**src/rtl/rst_sequencer_if.sv**
```systemverilog
// rst_sequencer_if: lock/button inputs and reset/status outputs of the reset sequencer
interface rst_sequencer_if;
    logic       i_pll_locked;
    logic       i_btn_n;
    logic       o_rst;
    logic       o_rst_n;
    logic       o_run;
    logic [1:0] o_state;

    modport master (
        output i_pll_locked, i_btn_n,
        input  o_rst, o_rst_n, o_run, o_state
    );

    modport slave (
        input  i_pll_locked, i_btn_n,
        output o_rst, o_rst_n, o_run, o_state
    );
endinterface

```
**src/rtl/rst_sequencer.sv**
```systemverilog
// rst_sequencer: releases SoC reset after PLL lock and a debounced released button
// have both been stable for a full 2^POR_BITS-cycle hold window.
module rst_sequencer #(
    parameter int POR_BITS = 25,
    parameter int DB_BITS  = 16
) (
    input  logic           i_clk,
    input  logic           i_rst_n,
    rst_sequencer_if.slave bus
);
    typedef enum logic [1:0] {
        WAIT_LOCK = 2'b00,
        HOLD      = 2'b01,
        RUN       = 2'b10
    } state_e;

    state_e              state_q, state_d;
    logic [1:0]          lock_s_q, btn_s_q;
    logic                btn_db_q, btn_db_d;
    logic [DB_BITS-1:0]  db_cnt_q, db_cnt_d;
    logic [POR_BITS-1:0] por_cnt_q, por_cnt_d;
    logic                rst_q, rst_n_q, run_q, run_d;
    logic                db_diff, ok;

    // btn_db only follows btn_s after 2^DB_BITS consecutive differing cycles
    always_comb begin
        db_diff  = btn_s_q[1] != btn_db_q;
        db_cnt_d = (db_diff && !(&db_cnt_q)) ? db_cnt_q + DB_BITS'(1) : '0;
        btn_db_d = (db_diff && (&db_cnt_q)) ? btn_s_q[1] : btn_db_q;
    end

    always_comb begin
        ok        = lock_s_q[1] & btn_db_q;
        state_d   = state_q;
        por_cnt_d = '0;
        case (state_q)
            WAIT_LOCK: state_d = ok ? HOLD : WAIT_LOCK;
            HOLD: begin
                if (!ok)
                    state_d = WAIT_LOCK;
                else if (&por_cnt_q)
                    state_d = RUN;
                else
                    por_cnt_d = por_cnt_q + POR_BITS'(1);
            end
            RUN:     state_d = ok ? RUN : WAIT_LOCK;
            default: state_d = WAIT_LOCK;
        endcase
        run_d = (state_d == RUN) && (state_q != RUN);
    end

    always_ff @(posedge i_clk) begin
        if (!i_rst_n) begin
            lock_s_q  <= 2'b00;
            btn_s_q   <= 2'b11;
            btn_db_q  <= 1'b1;
            db_cnt_q  <= '0;
            por_cnt_q <= '0;
            state_q   <= WAIT_LOCK;
            rst_q     <= 1'b1;
            rst_n_q   <= 1'b0;
            run_q     <= 1'b0;
        end else begin
            lock_s_q  <= {lock_s_q[0], bus.i_pll_locked};
            btn_s_q   <= {btn_s_q[0], bus.i_btn_n};
            btn_db_q  <= btn_db_d;
            db_cnt_q  <= db_cnt_d;
            por_cnt_q <= por_cnt_d;
            state_q   <= state_d;
            rst_q     <= state_d != RUN;
            rst_n_q   <= state_d == RUN;
            run_q     <= run_d;
        end
    end

    assign bus.o_rst   = rst_q;
    assign bus.o_rst_n = rst_n_q;
    assign bus.o_run   = run_q;
    assign bus.o_state = state_q;
endmodule

```
**src/flat_wrapper.sv**
```systemverilog
// flat-port wrapper written by rule: the top's interface ports become plain ports
module rst_sequencer_flat 
#(
    parameter int POR_BITS = 25,
    parameter int DB_BITS  = 16
)
  (i_clk, i_rst_n, bus_i_pll_locked, bus_i_btn_n, bus_o_rst, bus_o_rst_n, bus_o_run, bus_o_state);
  rst_sequencer_if bus_i ();
  input  logic i_clk;
  input  logic i_rst_n;
  input wire logic [$bits(bus_i.i_pll_locked)-1:0] bus_i_pll_locked;
  input wire logic [$bits(bus_i.i_btn_n)-1:0] bus_i_btn_n;
  output wire logic [$bits(bus_i.o_rst)-1:0] bus_o_rst;
  output wire logic [$bits(bus_i.o_rst_n)-1:0] bus_o_rst_n;
  output wire logic [$bits(bus_i.o_run)-1:0] bus_o_run;
  output wire logic [$bits(bus_i.o_state)-1:0] bus_o_state;
  assign bus_i.i_pll_locked = bus_i_pll_locked;
  assign bus_i.i_btn_n = bus_i_btn_n;
  assign bus_o_rst = bus_i.o_rst;
  assign bus_o_rst_n = bus_i.o_rst_n;
  assign bus_o_run = bus_i.o_run;
  assign bus_o_state = bus_i.o_state;
  rst_sequencer #(.POR_BITS(POR_BITS), .DB_BITS(DB_BITS)) u_core (.i_clk(i_clk), .i_rst_n(i_rst_n), .bus(bus_i));
endmodule
```
**config.mk**
```make
export PLATFORM = sky130hd
export DESIGN_NAME = rst_sequencer_flat
export DESIGN_NICKNAME = d
export VERILOG_FILES = /design/src/rtl/rst_sequencer_if.sv /design/src/rtl/rst_sequencer.sv /design/src/flat_wrapper.sv
export SDC_FILE = /design/constraint.sdc
export NUM_CORES = 1
export LEC_CHECK = 0
export ABC_AREA = 1
export CORE_UTILIZATION = 55
export DETAILED_ROUTE_END_ITERATION = 12
export PLACE_DENSITY = 0.73
export SLEW_MARGIN = 20
export SYNTH_ARGS = -nofsm -noshare
export SYNTH_HDL_FRONTEND = slang
export SYNTH_SLANG_ARGS = --single-unit
```
**constraint.sdc**
```tcl
create_clock -name i_clk -period 1.9 [get_ports i_clk]
set_input_delay 0.38 -clock i_clk [delete_from_list [all_inputs] [get_ports i_clk]]
set_output_delay 0.38 -clock i_clk [all_outputs]
set_load 0.005 [all_outputs]
```
==> results.sh <==
export IMPL_final_area_sq_um=2540
export IMPL_synthSimpleGateAreaFrac_pct=37.3
export IMPL_drt_iter0_markers=64
export IMPL_drive_above_1_share_pct=12.4
export IMPL_setup_viol=0
export IMPL_synth_compound_area_share_pct=4.35
export IMPL_area_delta_synth_final_pct=9.02
export IMPL_synth_cell_area_sq_um=2330
export IMPL_critPathMaxStageDelay_ps=380
export IMPL_worstSetupPathType="register to register"
export IMPL_synth_cells=308
export IMPL_grt_pass1_wl_microns=6600
export IMPL_hold_buffers=0
export IMPL_routed_top_layer="met4"
export IMPL_hold_path_class="register to register"
export IMPL_fillers=376
export IMPL_cts_tree="yes"
export IMPL_grt_max_degree=26
export IMPL_arrival_ps=1890
export IMPL_critPathSlowestCell="dfxtp_1"
export IMPL_routed_wl_met3_microns=111
export IMPL_cts_root_buf="clkbuf_8"
export IMPL_multi_input_comb_area_sq_um=1170
export IMPL_tightest_slew_ps=457
export IMPL_io_buffers=8
export IMPL_ant_nets=0
export IMPL_p_per_area_nw_per_um2=689
export IMPL_syn_nets=314
export IMPL_cts_setup_buffers=0
export IMPL_grt_use_total_pct=19.3
export IMPL_synth_warnings=0
export IMPL_via_per_inst=4.82
export IMPL_max_freq_mhz=588
export IMPL_wl_per_cell_microns=10.1
export IMPL_std_cell_rows=23
export IMPL_fin_skew_ps=11.4
export IMPL_dpl_cell_area_sq_um=2440
export IMPL_ys_seq_elements=51
export IMPL_dr_total_vias=1792
export IMPL_grt_pass1_vias=1686
export IMPL_drtPass1Iterations=5
export IMPL_relSlewSlack_pct=69.3
export IMPL_diodes=0
export IMPL_synthMuxAreaShare_pct=0
export IMPL_die_width_microns=67.1
export IMPL_synth_distinct_cells=27
export IMPL_min_period_ps=1700
export IMPL_cts_repair_resized=0
export IMPL_path_max_fanout=25
export IMPL_met2_length_microns=1700
export IMPL_cp_cell_sequence="ha_1, nand2_1, nor2_2, nand2_4, nor2_8, nand3_4, nand2_4, nor2_1"
export IMPL_io_pin_count=9
export IMPL_crit_top_cell="nand2_4"
export IMPL_synth_top_family_by_area="simple AND/OR/NAND/NOR gates"
export IMPL_ys_seq_area_share_pct=43.8
export IMPL_nets=327
export IMPL_start_kind="register"
export IMPL_htreeDepth=2
export IMPL_power_leakage_nw=0.862
export IMPL_peakVddDrop_mv=0.423
export IMPL_seq_area_sq_um=1020
export IMPL_synthXorXnorAreaFrac_pct=7.51
export IMPL_drv_slew=0
export IMPL_wl_microns=3750
export IMPL_synth_area_per_cell_sq_um=7.57
export IMPL_dpl_hpwl_microns=2780
export IMPL_crit_family="simple AND/OR/NAND/NOR gates"
export IMPL_path_clk_slew_ps=90
export IMPL_outcome="finished clean"
export IMPL_endpoint_kind="register"
export IMPL_chipHeight_microns=67.1
export IMPL_start_util_pct=57.9
export IMPL_fin_crit_sh_pct=89.5
export IMPL_finalPower_mw=1.75
export IMPL_drc=0
export IMPL_cts_num_sinks=51
export IMPL_layout_common_cells="nand2_1 (78), nor2_1 (54), dfxtp_1 (51)"
export IMPL_gr_total_overflow=0
export IMPL_drv_cap=0
export IMPL_crit_required_ps=2090
export IMPL_clock_latency_ps=310
export IMPL_hold_viol_final=0
export IMPL_critPathBufInv=0
export IMPL_final_common_cell="nand2_1"
export IMPL_clockBufferDepth=2
export IMPL_grt_setup_unrepaired="no"
export IMPL_wl_met1_microns=1860
export IMPL_cts_buffers_inserted=5
export IMPL_synthAdderAreaFrac_pct=1.07
export IMPL_antenna_found_initial=0
export IMPL_gp_congestion=0.832
export IMPL_core_area_sq_um=4030
export IMPL_dieArea_sq_um=4500
export IMPL_fin_setup_tns_ps=0
export IMPL_hold_ws_ps=421
## metrics by stage
stage               util, %  std cells  worst slack [ps]
floorplan                 -        308               407
global placement       60.6        364              99.3
detailed placement     60.6        364             -11.5
CTS                    63.1        372               160
global route           63.1        372              60.7
finish                 63.1        372               199
## registers in the layout (all words and copies together) (netlist names)
register            cells
u_core.btn_db_q         1
u_core.btn_s_q          2
u_core.bus.o_rst        1
u_core.bus.o_rst_n      1
u_core.bus.o_run        1
u_core.bus.o_state      2
u_core.db_cnt_q        16
u_core.lock_s_q         2
u_core.por_cnt_q       25
## routing by layer
layer	global-route usage, %	vias up
met5	0	-
met4	9.84	0
met3	4.79	9
met2	33.0	22
met1	22.0	785
li1	-	976
## power breakdown
group          leakage (nW)  total [mW]  switching [mW]  internal, mW
Clock                0.0474       0.653           0.355         0.297
Sequential            0.412        1.08         0.00215          1.07
Combinational         0.403      0.0230          0.0109        0.0121
## worst paths after layout
kind | from | end | slack (ps) | cells past startpoint
max | u_core.por_cnt_q[0]$_SDFF_PP0_ | u_core.por_cnt_q[17]$_SDFF_PP0_ | 200 | 8
min | u_core.lock_s_q[0]$_SDFF_PN0_ | u_core.lock_s_q[1]$_SDFF_PN0_ | 420 | 2
max reg2reg | u_core.por_cnt_q[0]$_SDFF_PP0_ | u_core.por_cnt_q[17]$_SDFF_PP0_ | 200 | 8
min reg2reg | u_core.lock_s_q[0]$_SDFF_PN0_ | u_core.lock_s_q[1]$_SDFF_PN0_ | 420 | 2
## Yosys cell counts (all sizes together)
| cell | instances | area share [%] |
|---|---|---|
| o21ai | 1 | 0.21 |
| or2 | 6 | 1.6 |
| xnor2 | 11 | 4.1 |
| nor2 | 71 | 14 |
| o21bai | 5 | 1.6 |
| dfxtp | 51 | 44 |
| nand4 | 2 | 0.54 |
| a21oi | 11 | 2.5 |
| inv | 27 | 4.3 |
| nand2 | 84 | 15 |
| ha | 2 | 1.1 |
| nor3 | 4 | 0.86 |
| nand3 | 20 | 5.0 |
| xor2 | 9 | 3.4 |
| buf | 3 | 1.7 |
| nand3b | 1 | 0.32 |
## worst reg2reg max path, delay by kind of cell (launching register included)
kind | cells | cell delay [ps]
and+or+nand+nor | 7 | 1000
adders and majority gates | 1 | 220
DFF | 1 | 380
## logic make-up after synthesis
| logic type | count (synthesis) |
|---|---|
| and+or+nand+nor | 188 |
| DFF | 51 |
| buffers and inverters | 30 |
| xor gates and xnor gates | 20 |
| AOI/OAI and AO/OA | 17 |
| adders and majority gates | 2 |
## cell type report
type / instances / share of cell area (%)
Clock buffer: 6 / 3.25
Clock inverter: 2 / 0.640
Inverter: 27 / 3.99
Multi-Input combinational cell: 227 / 46.0
Sequential cell: 51 / 40.2
Tap cell: 50 / 2.46
Timing Repair Buffer: 9 / 3.45
Power figures use the tool's default switching activity.
